$ cat src/rtl/ula_acc.sv
// Sequential accumulator front end: one command at a time through start/ready,
// single-cycle ADD/SUB/AND/OR/LOAD/CLR/NOP and repeated-add MUL into ACC/HI.
module ula_acc #(
    parameter int W = 2
) (
    input  logic         clk,
    input  logic         rst,
    input  logic         start,
    input  logic [2:0]   op,
    input  logic [W-1:0] B,
    output logic         ready,
    output logic         done,
    output logic [W-1:0] ACC,
    output logic [W-1:0] HI,
    output logic         Cout,
    output logic         Z
);

    localparam logic [2:0] OP_ADD  = 3'b000;
    localparam logic [2:0] OP_SUB  = 3'b001;
    localparam logic [2:0] OP_AND  = 3'b010;
    localparam logic [2:0] OP_OR   = 3'b011;
    localparam logic [2:0] OP_LOAD = 3'b100;
    localparam logic [2:0] OP_MUL  = 3'b101;
    localparam logic [2:0] OP_CLR  = 3'b110;
    localparam logic [2:0] OP_NOP  = 3'b111;

    typedef enum logic [1:0] {
        S_IDLE = 2'd0,
        S_EXEC = 2'd1,
        S_MUL  = 2'd2
    } state_t;

    state_t         r_state;
    state_t         w_next;
    logic [2:0]     r_op;
    logic [W-1:0]   r_b;
    logic [W-1:0]   r_cnt;
    logic [2*W-1:0] r_p;
    logic [2*W-1:0] r_m;
    logic [W-1:0]   r_acc;
    logic [W-1:0]   r_hi;
    logic           r_cout;
    logic           r_z;
    logic           r_done;

    logic [W:0]     w_sum;
    logic [W:0]     w_diff;
    logic [W-1:0]   w_exec_acc;
    logic           w_exec_cout;

    always_ff @(posedge clk or posedge rst) begin
        if (rst) begin
            r_state <= S_IDLE;
        end else begin
            r_state <= w_next;
        end
    end

    always_comb begin
        w_next = r_state;
        case (r_state)
            S_IDLE: begin
                if (start) begin
                    w_next = (op == OP_MUL) ? S_MUL : S_EXEC;
                end
            end
            S_EXEC: w_next = S_IDLE;
            S_MUL: begin
                if (r_cnt == '0) begin
                    w_next = S_IDLE;
                end
            end
            default: w_next = S_IDLE;
        endcase
    end

    // SUB is ACC + ~B + 1, so the carry out reads as "no borrow".
    assign w_sum  = {1'b0, r_acc} + {1'b0, r_b};
    assign w_diff = {1'b0, r_acc} + {1'b0, ~r_b} + {{W{1'b0}}, 1'b1};

    always_comb begin
        w_exec_acc  = r_acc;
        w_exec_cout = 1'b0;
        case (r_op)
            OP_ADD:  {w_exec_cout, w_exec_acc} = w_sum;
            OP_SUB:  {w_exec_cout, w_exec_acc} = w_diff;
            OP_AND:  w_exec_acc = r_acc & r_b;
            OP_OR:   w_exec_acc = r_acc | r_b;
            OP_LOAD: w_exec_acc = r_b;
            OP_CLR:  w_exec_acc = '0;
            default: begin
                w_exec_acc  = r_acc;
                w_exec_cout = r_cout;
            end
        endcase
    end

    always_ff @(posedge clk or posedge rst) begin
        if (rst) begin
            r_op   <= OP_NOP;
            r_b    <= '0;
            r_cnt  <= '0;
            r_p    <= '0;
            r_m    <= '0;
            r_acc  <= '0;
            r_hi   <= '0;
            r_cout <= 1'b0;
            r_z    <= 1'b1;
            r_done <= 1'b0;
        end else begin
            r_done <= 1'b0;
            case (r_state)
                S_IDLE: begin
                    if (start) begin
                        r_op <= op;
                        r_b  <= B;
                        if (op == OP_MUL) begin
                            r_cnt <= B;
                            r_p   <= '0;
                            r_m   <= {{W{1'b0}}, r_acc};
                        end
                    end
                end
                S_EXEC: begin
                    r_done <= 1'b1;
                    if (r_op != OP_NOP) begin
                        r_acc  <= w_exec_acc;
                        r_cout <= w_exec_cout;
                        r_z    <= (w_exec_acc == '0);
                        if (r_op == OP_CLR) begin
                            r_hi <= '0;
                        end
                    end
                end
                S_MUL: begin
                    // Product of two W-bit values fits in 2W bits, so P cannot wrap.
                    if (r_cnt != '0) begin
                        r_p   <= r_p + r_m;
                        r_cnt <= r_cnt - 1'b1;
                    end else begin
                        r_acc  <= r_p[W-1:0];
                        r_hi   <= r_p[2*W-1:W];
                        r_cout <= |r_p[2*W-1:W];
                        r_z    <= (r_p[W-1:0] == '0);
                        r_done <= 1'b1;
                    end
                end
                default: r_done <= 1'b0;
            endcase
        end
    end

    assign ready = (r_state == S_IDLE);
    assign done  = r_done;
    assign ACC   = r_acc;
    assign HI    = r_hi;
    assign Cout  = r_cout;
    assign Z     = r_z;

endmodule

$ cat config.mk
export PLATFORM = sky130hd
export DESIGN_NAME = ula_acc
export DESIGN_NICKNAME = d
export VERILOG_FILES = /design/src/rtl/ula_acc.sv
export SDC_FILE = /design/constraint.sdc
export NUM_CORES = 1
export LEC_CHECK = 0
export CAP_MARGIN = 20
export CORE_ASPECT_RATIO = 1.1
export CORE_UTILIZATION = 42
export CTS_CLUSTER_DIAMETER = 40
export DETAILED_ROUTE_END_ITERATION = 7
export PLACE_DENSITY_LB_ADDON = 0.05
export SYNTH_ARGS = -nofsm -noshare
export SYNTH_HDL_FRONTEND = slang
export SYNTH_SLANG_ARGS = --single-unit
export TNS_END_PERCENT = 10
$ cat constraint.sdc
create_clock -name clk -period 2.6 [get_ports clk]
set_clock_uncertainty 0.1 [all_clocks]
set_input_delay 0.39 -clock clk [delete_from_list [all_inputs] [get_ports clk]]
set_output_delay 0.39 -clock clk [all_outputs]
set_load 0.05 [all_outputs]
# Yosys cells after proc, flatten, opt, wreduce, memory -nomap -nowiden
# Index checks and enable logic that the tools add are counted.
dict set report word_totals {
  ff_bits 22
  inputBits 8
}
dict set report classes {
  add_sub_neg 5
  eq_ne 17
  mux 29
  bitwise_logic 3
  n_reduce_logical 17
}
# op n
set op_table {}
lappend op_table {{$mux 2} 11}
lappend op_table {{$pmux 2 s2} 4}
lappend op_table {{$mux 4} 3}
lappend op_table {{$ne 2x2->1 const B} 6}
lappend op_table {{$pmux 2 s6} 1}
lappend op_table {{$reduce_and 4->1} 3}
lappend op_table {{$eq 3x3->1 const B} 3}
lappend op_table {{$logic_not 2->1} 4}
lappend op_table {{$pmux 4 s2} 1}
lappend op_table {{$add 2x2->3} 2}
lappend op_table {{$eq 3x2->1 const B} 2}
lappend op_table {{$pmux 1 s2} 3}
lappend op_table {{$reduce_and 3->1} 2}
lappend op_table {{$reduce_bool 2->1} 3}
lappend op_table {{$mux 1} 5}
lappend op_table {{$add 4x2->4} 1}
lappend op_table {{$ne 4x4->1 const B} 1}
lappend op_table {{$reduce_and 2->1} 2}
lappend op_table {{$reduce_or 4->1} 1}
lappend op_table {{$add 3x1->3 const B} 1}
lappend op_table {{$eq 3x1->1 const B} 1}
lappend op_table {{$logic_not 3->1} 1}
lappend op_table {{$ne 3x3->1 const B} 1}
lappend op_table {{$pmux 1 s3} 1}
lappend op_table {{8 further kinds} 8}

# Logic depth before layout (Yosys ltp)
# Gate-level depths: netlist (run 1).
dict set report logic_depth {
  ltp_word 7
  mapped_depth 8
  mapped_depth_nobuf 8
}

# Least setup slack after synthesis (run 1)
# Ideal clock, no wire load.
dict set report synth_timing {
  path_kind {register to register}
  startpoint {register r_acc[1], in the netlist ACC[1]}
  endpoint {register r_acc[1], in the netlist ACC[1]}
  t_arrival_ns 2.108
  t_required_ns 2.380
  path_slack_ns 0.272
  stages_incl_launch_ff 7
  period_less_slack_ns 2.328
  path_cell_list {dfrtp_1 -> inv_1 -> fa_1 -> nor2_1 -> a2111oi_0 -> a311oi_1 -> a31o_1}
}
dict set report synth_between {
  elab_chain_len 5
  word_cells_on_any_way 8
  cone_classes {add/sub: 3; mux: 3; bitwise: 2}
}
# element line_no
set synth_rtl {}
lappend synth_rtl {{start: declaration} 41} ;# logic [W-1:0] r_acc;
lappend synth_rtl {{start signal: assignment} 128} ;# r_acc <= w_exec_acc;
lappend synth_rtl {{start signal: assignment} 142} ;# r_acc <= r_p[W-1:0];
lappend synth_rtl {{$add 2x2->3} 80} ;# assign w_diff = {1'b0, r_acc} + {1'b0, ~r_b} + {{W{1'b0}}, 1'b1};
lappend synth_rtl {{$add 3x1->3} 80}
lappend synth_rtl {{$pmux 2 s6 (*)} 85} ;# case (r_op)
lappend synth_rtl {{$mux 2 (*)} 127} ;# if (r_op != OP_NOP) begin
lappend synth_rtl {{$pmux 2 s2 (*)} 113} ;# case (r_state)
# Mark *: on every way between the ends. The rest lies on a longest branch, timed or not. The select of a mux whose other input is x is not followed.
# A chain may end at the register's enable or synchronous reset.

# Final worst setup path (run 1)
dict set report layout_timing {
  startpoint {register r_state[0]}
  endpoint {output ready}
}
dict set report layout_between {
  elab_chain_len 1
}
# element line_no
set layout_rtl {}
lappend layout_rtl {{start: declaration} 34} ;# state_t r_state;
lappend layout_rtl {{start signal: assignment} 56} ;# r_state <= w_next;
lappend layout_rtl {{$logic_not 2->1} 154} ;# assign ready = (r_state == S_IDLE);
lappend layout_rtl {{end: declaration} 11} ;# output logic ready,
# No other way between the ends.

==> summary.md, run 1 <==
| Metric | Value |
|---|---|
| Syn_area_per_cell | `between 9 and 10 µm²` |
| Initial Util | `43.61%` |
| Clock buffer depth | `2` |
| H-tree depth | `1` |
| Fin nets | `approximately 190` |
| Cells after Synth | `154` |
| GRT Util Overall | `roughly 18%` |
| Port-buffer cells | `15` |
| Critical path class | `reg -> out` |
| Number of global-route vias before repair | `1118` |
| Overflow after GRT | `0` |
| Via count | `1146` |
| Post-route cell area | `around 1700 µm²` |
| Pin count of the biggest net entering global routing | `23` |
| Max frequency | `413.0 MHz` |
| Max_cap viols | `0` |
| RR Startpoint | `ACC[1]` |
| Worst-margin pin slew | `0.5016 ns` |
| Metal-1 WL | `1511 µm` |
| CP Buf/Inv Count | `2` |
| Reg clk slew, reported paths | `0.15 ns` |
| CTS sink cnt | `22` |
| Crit-path slowest cell | `clkdlybuf4s50_1` |
| Top post-synthesis cells by area | `dfrtp_1, ha_1, dfstp_2, inv_1, fa_1` |
| GPL Wtd Cong | `0.7790` |
| Post-synthesis simple-gate area fraction | `15.85%` |
| FF-to-FF End | `ACC[1]` |
| TritonCTS clock tree | `done` |
| Synth Area in Adders | `13.61%` |
| Initial DRC count | `58` |
| Netlist Area Pre-Place | `1453 µm²` |
| DRC | `0` |
| Leakage | `0.7173 nW` |
| Synth Area in Compound Gates | `20.07%` |
| CP Cell Sequence | `inv_1 -> ha_1 -> clkdlybuf4s50_1` |
| RSZ-0062 raised after global routing | `false` |
| PwrDens | `between 1000 and 1500 nW/µm²` |
| Setup crit start kind | `flip-flop` |
| Core ar. | `around 3300 µm²` |
| Final non-filler cell total | `217` |
| Row count | `22` |
| Mux contribution to synthesized area | `about 4.4%` |
| Clk_lat worst skew | `between 0.3 and 0.4 ns` |
| Hpwl dp | `2352 µm` |
| # Post-CTS Setup Buffers | `0` |
| Final Slew Violations | `0` |
| Via density | `roughly 5.3` |
| CP Data Arrival Time | `1.93 ns` |
| Hold buffers post-CTS | `0` |
| Share of synthesized flip-flops with an asynchronous set or reset | `100.0%` |
| Initial antenna violation count | `0` |
| Min Tclk post-route | `between 2 and 2.5 ns` |
| Clock root buffer | `clkbuf_4` |
| Number of flops mapped to enable cells by yosys | `0` |
| First-pass iteration count of the detailed router | `4` |
| Slew Limit Headroom | `66.46%` |
| Final wirelength | `3074 µm` |
| Hold WC Path Type | `in -> async` |
| Setup Viol. Count Final | `0` |
| Ys Warns | `0` |
| Worst vdd ir | `0.4700 mV` |
| Hold Violations, Final | `0` |
| Max layer used | `met4` |
| Register-to-Register Path Depth | `6` |
| Max Fanout on Critical Path | `6` |
| Post-Syn Nets | `176` |
| Final ANT Viol Nets | `0` |
| CTS resizes | `0` |
| IO Count | `16` |
| Die area | `3698 µm²` |
| Met3 routed wirelength | `between 50 and 60 µm` |
| Seq cells post-synth | `22` |
| R2R Setup Slk | `~0.48 ns` |
| Area Growth Syn to Fin | `16.97%` |
| Die Y | `63.68 µm` |
| Post-synthesis sequential area ratio | `38.24%` |
| Cell variety after synth | `44` |
| Routed wl met2 | `around 1500 µm` |
| Status | `completed` |
| Post-synth top area cell | `dfrtp_1` |
| Synth Flop Type | `dfrtp_1` |
| TNS Setup | `0 ns` |
| Global-route wire length before repair | `roughly 5300 µm` |
| Area share of the largest cell type after synthesis | `31.01%` |
| CP max stage delay | `0.83 ns` |
| XOR/XNOR Fraction of Synth Area | `0%` |
| Cell count after placement | `213` |
| Crit end category | `primary output` |
| Final Cycle Share | `~93%` |
| ANT cells | `0` |
| DR WL/cell | `around 14 µm` |
| Num CTS Buffers | `3` |
| Cell Area, Placed | `1647 µm²` |
| Critical path required time | `2.11 ns` |
| Die width | `58.08 µm` |
| Cell family with most CP delay | `buffers and inverters` |
| Largest family of logic cells by synthesized area | `compound AO/OA/AOI/OAI gates` |
| Tot Pwr | `1.713 mW` |
| Share of layout cells above drive strength 1 | `between 10% and 20%` |
[cell usage in the layout (no fill, tap or decap), drive strengths merged, types with 2 or more instances in the layout]
cell and n:
inv 20, dfrtp 18, clkdlybuf4s50 15, nand2 14, o21ai 14, ha 11, nor2 9, nor2b 5
a21oi 5, dfstp 4, nand3 4, a32o 3, mux2 3, mux2i 3, fa 3, clkbuf 3
buf 3, nand3b 2, a22oi 2, a32oi 2, nand4 2, nor3 2, a211oi 2, a31o 2
a31oi 2
[kinds of logic (layout without fill, tap and decap cells)]
logic type	Yosys count	after routing
AND/OR/NAND/NOR	45	45
buffers and inverters	27	42
multiplexers	6	6
AO/OA/AOI/OAI	40	40
flip-flops	22	22
adder cells (fa/ha/maj)	14	14
[worst min-delay path: cells and delay by family]
family | cells | cell delay (ns)
buffers and inverters | 3 | 0.73
[how the worst max path moves through the flow]
stage | startpoint | endpoint | slack, ns | depth (start not counted)
2_1_floorplan | ACC[1] | ACC[1] | 0.27 | 6
3_3_place_gp | ACC[1] | ACC[1] | 0.55 | 6
3_5_place_dp | ACC[1] | ACC[1] | 0.50 | 6
4_1_cts | r_state[0] | ready | 0.17 | 3
5_1_grt | r_state[0] | ready | 0.11 | 3
6_report | r_state[0] | ready | 0.18 | 3
[area by class of cell]
| class | count | area (µm²) |
|---|---|---|
| multi-input cells | 105 | 783.3 |
| flip-flops and latches | 22 | 555.5 |
| well taps | 48 | 60.06 |
| clock buffers | 3 | 22.52 |
| fillers | 324 | 1632 |
| clock inverters | 1 | 30.03 |
| repair buffers | 18 | 172.7 |
| inverters | 20 | 75.07 |
[through the flow]
stage | utilization, % | setup WS, ns | hold slack, ns
after floorplan | - | 0.2721 | 0.2763
after global placement | 49.44 | 0.5531 | 0.3962
after detailed placement | 49.44 | 0.4993 | 0.3946
after CTS | 51.01 | 0.1727 | 0.3024
after global routing | 51.01 | 0.1066 | 0.3039
final | 51.01 | 0.1786 | 0.2845
[routing by layer]
| layer | global-route usage [%] | vias to the layer above |
|---|---|---|
| met1 | 24.84 | 561 |
| met2 | 29.89 | 10 |
| met4 | 5.655 | 0 |
| li1 | - | 571 |
| met5 | 0 | - |
| met3 | 2.669 | 4 |
[flip-flops by register name, summed over array words and instances (netlist names)]
name / count
r_state: 2
r_cnt: 2
r_p: 4
Cout: 1
r_b: 2
r_op: 3
r_m: 2
Z: 1
HI: 2
done: 1
ACC: 2
[cells in the mapped netlist, types with 4 or more instances]
cell,count
nand3_1,4
nor2b_1,5
inv_1,20
nor2_1,9
a21oi_1,5
nand2_1,14
o21ai_0,12
buf_2,4
dfrtp_1,18
dfstp_2,4
ha_1,11
[power breakdown]
part	internal, mW	switching, mW
combinational	0.334	0.482
sequential	0.477	0.145
clock	0.156	0.120
Note: power is estimated with default switching activity, not from simulation.
==> run 2, diff against run 1 <==
- CORE_MARGIN: unset -> 2
==> summary.md, run 2 (synthesized netlist as in run 1, its figures left out) <==
| Metric | Value |
|---|---|
| Clock buffer depth | `2 (unchanged)` |
| Largest regs | `r_p (4), r_op (3)` |
| Initial Util | `43.61% (unchanged)` |
| Die area | `3946 µm² (+6.7%)` |
| # Post-CTS Setup Buffers | `0 (unchanged)` |
| FF-to-FF End | `ACC[1]` |
| Initial antenna violation count | `0 (unchanged)` |
| CTS resizes | `0 (unchanged)` |
| DR WL/cell | `13.38 µm (-5.6%)` |
| Clk_lat worst skew | `0.31 ns (-0.02 ns)` |
| Reg clk slew, reported paths | `0.14 ns (about the same)` |
| Slew Limit Headroom | `66.51% (about the same)` |
| Area Growth Syn to Fin | `16.97% (unchanged)` |
| CP Data Arrival Time | `1.93 ns (about the same)` |
| Max frequency | `413.5 MHz (+0.13%)` |
| Leading cell type in the layout, fill and taps excluded | `inv_1` |
| Hold WC Path Type | `in -> async` |
| IO Count | `16 (unchanged)` |
| Final wirelength | `2903 µm (-5.6%)` |
| R2R Setup Slk | `0.51 ns (+0.03 ns)` |
| TritonCTS clock tree | `done` |
| Most frequent cells in the layout | `inv_1, dfrtp_1, clkdlybuf4s50_1, nand2_1, o21ai_0` |
| Row count | `22 (unchanged)` |
| Hpwl dp | `2325 µm (-1.2%)` |
| Port-buffer cells | `15 (unchanged)` |
| Leakage | `0.7173 nW (unchanged)` |
| TNS Setup | `0 ns (unchanged)` |
| Setup Viol. Count Final | `0 (unchanged)` |
| GR Layer Usage met3 | `2.559% (-0.11 points)` |
| Post-route cell area | `1699 µm² (unchanged)` |
| Worst-margin pin slew | `0.5008 ns (-0.0007624 ns)` |
| Fin nets | `192 (unchanged)` |
| Core ar. | `3331 µm² (unchanged)` |
| Overflow after GRT | `0 (unchanged)` |
| Critical path class | `reg -> out` |
| Max reg flops | `4 (unchanged)` |
| Max Fanout on Critical Path | `6 (unchanged)` |
| Num CTS Buffers | `3 (unchanged)` |
| Hold buffers post-CTS | `0 (unchanged)` |
| First-pass iteration count of the detailed router | `4 (unchanged)` |
| PwrDens | `996.0 nW/µm² (-1.2%)` |
| Tot Pwr | `1.692 mW (-1.2%)` |
| Final Slew Violations | `0 (unchanged)` |
| Final Cycle Share | `93.01% (-0.12 points)` |
| Gr busiest metal | `met2` |
| CTS sink cnt | `22 (unchanged)` |
| Register-to-Register Path Depth | `6 (unchanged)` |
| Number of global-route vias before repair | `1092 (-2.3%)` |
| Via density | `5.161 (-2.3%)` |
| RSZ-0062 raised after global routing | `false` |
| GPL Wtd Cong | `0.8042 (+3.2%)` |
| GRT Util Overall | `17.39% (-0.98 points)` |
| ANT cells | `0 (unchanged)` |
| Max_cap viols | `0 (unchanged)` |
| Hold Violations, Final | `0 (unchanged)` |
| GR Util met1 | `25.03% (+0.19 points)` |
| Critical path required time | `2.11 ns (about the same)` |
| Dpl ws | `0.5030 ns (+0.003752 ns)` |
| Via count | `1120 (-2.3%)` |
| Final ANT Viol Nets | `0 (unchanged)` |
| Cell Area, Placed | `1647 µm² (unchanged)` |
| Setup crit start kind | `flip-flop` |
| Hold_ws | `0.2848 ns (+0.0002850 ns)` |
| RR Startpoint | `ACC[1]` |
| Status | `completed` |
| Worst vdd ir | `0.3469 mV (-26%)` |
| H-tree depth | `1 (unchanged)` |
| DRC | `0 (unchanged)` |
| Initial DRC count | `46 (-21%)` |
| Die Y | `65.68 µm (+3.1%)` |
| Pin count of the biggest net entering global routing | `23 (unchanged)` |
| Global-route wire length before repair | `5195 µm (-1.2%)` |
| Grt met2 use | `26.36% (-3.5 points)` |
| Die width | `60.08 µm (+3.4%)` |
| Clock root buffer | `clkbuf_4` |
| Final setup margin | `0.1818 ns (+0.003176 ns)` |
| Min Tclk post-route | `2.418 ns (-0.003176 ns)` |
| Crit end category | `primary output` |
| Biggest register | `r_p` |
| Share of layout cells above drive strength 1 | `11.24% (unchanged)` |
[run 2: report_power, final]
part / internal (mW) / switching (mW) / total [mW] / leakage, nW
Combinational: 0.333 / 0.477 / 0.810 / 0.414
Clock: 0.156 / 0.109 / 0.265 / 0.0279
Sequential: 0.477 / 0.141 / 0.618 / 0.276
Total: 0.965 / 0.727 / 1.69 / 0.717
[run 2: worst max-delay path by stage]
stage / to / cells after the start / slack, ns / start
3_5_place_dp: ACC[1] / 6 / 0.50 / ACC[1]
5_1_grt: ready / 3 / 0.06 / r_state[0]
6_report: ready / 3 / 0.18 / r_state[0]
3_3_place_gp: ACC[1] / 6 / 0.55 / ACC[1]
2_1_floorplan: ACC[1] / 6 / 0.27 / ACC[1]
4_1_cts: ready / 3 / 0.16 / r_state[0]
[run 2: cell type report]
cell class | count | area (µm²)
fillers | 325 | 1632
flip-flops and latches | 22 | 555.5
repair buffers | 18 | 172.7
well taps | 48 | 60.06
inverters | 20 | 75.07
multi-input cells | 105 | 783.3
clock inverters | 1 | 30.03
clock buffers | 3 | 22.52
[run 2: layer usage]
layer,wire [µm],share of wire (%)
met5,0,0
met4,22,0.76
met3,52,1.8
met2,1364,47
met1,1464,50
[run 2: per-stage QoR]
| stage | utilization, % | cells |
|---|---|---|
| floorplan | - | 154 |
| global placement | 49.44 | 213 |
| detailed placement | 49.44 | 213 |
| CTS | 51.01 | 217 |
| global route | 51.01 | 217 |
| finish | 51.01 | 217 |
[run 2: critical path, cell delays in order (launching register included)]
cell,delay (ns)
dfrtp_1,0.42
inv_1,0.09
ha_1,0.26
clkdlybuf4s50_1,0.84
==> run 3, diff against run 2 <==
- SLEW_MARGIN: unset -> 5
==> results of run 3 <==
The final DEF is identical to that of run 2; final timing and power are the same.
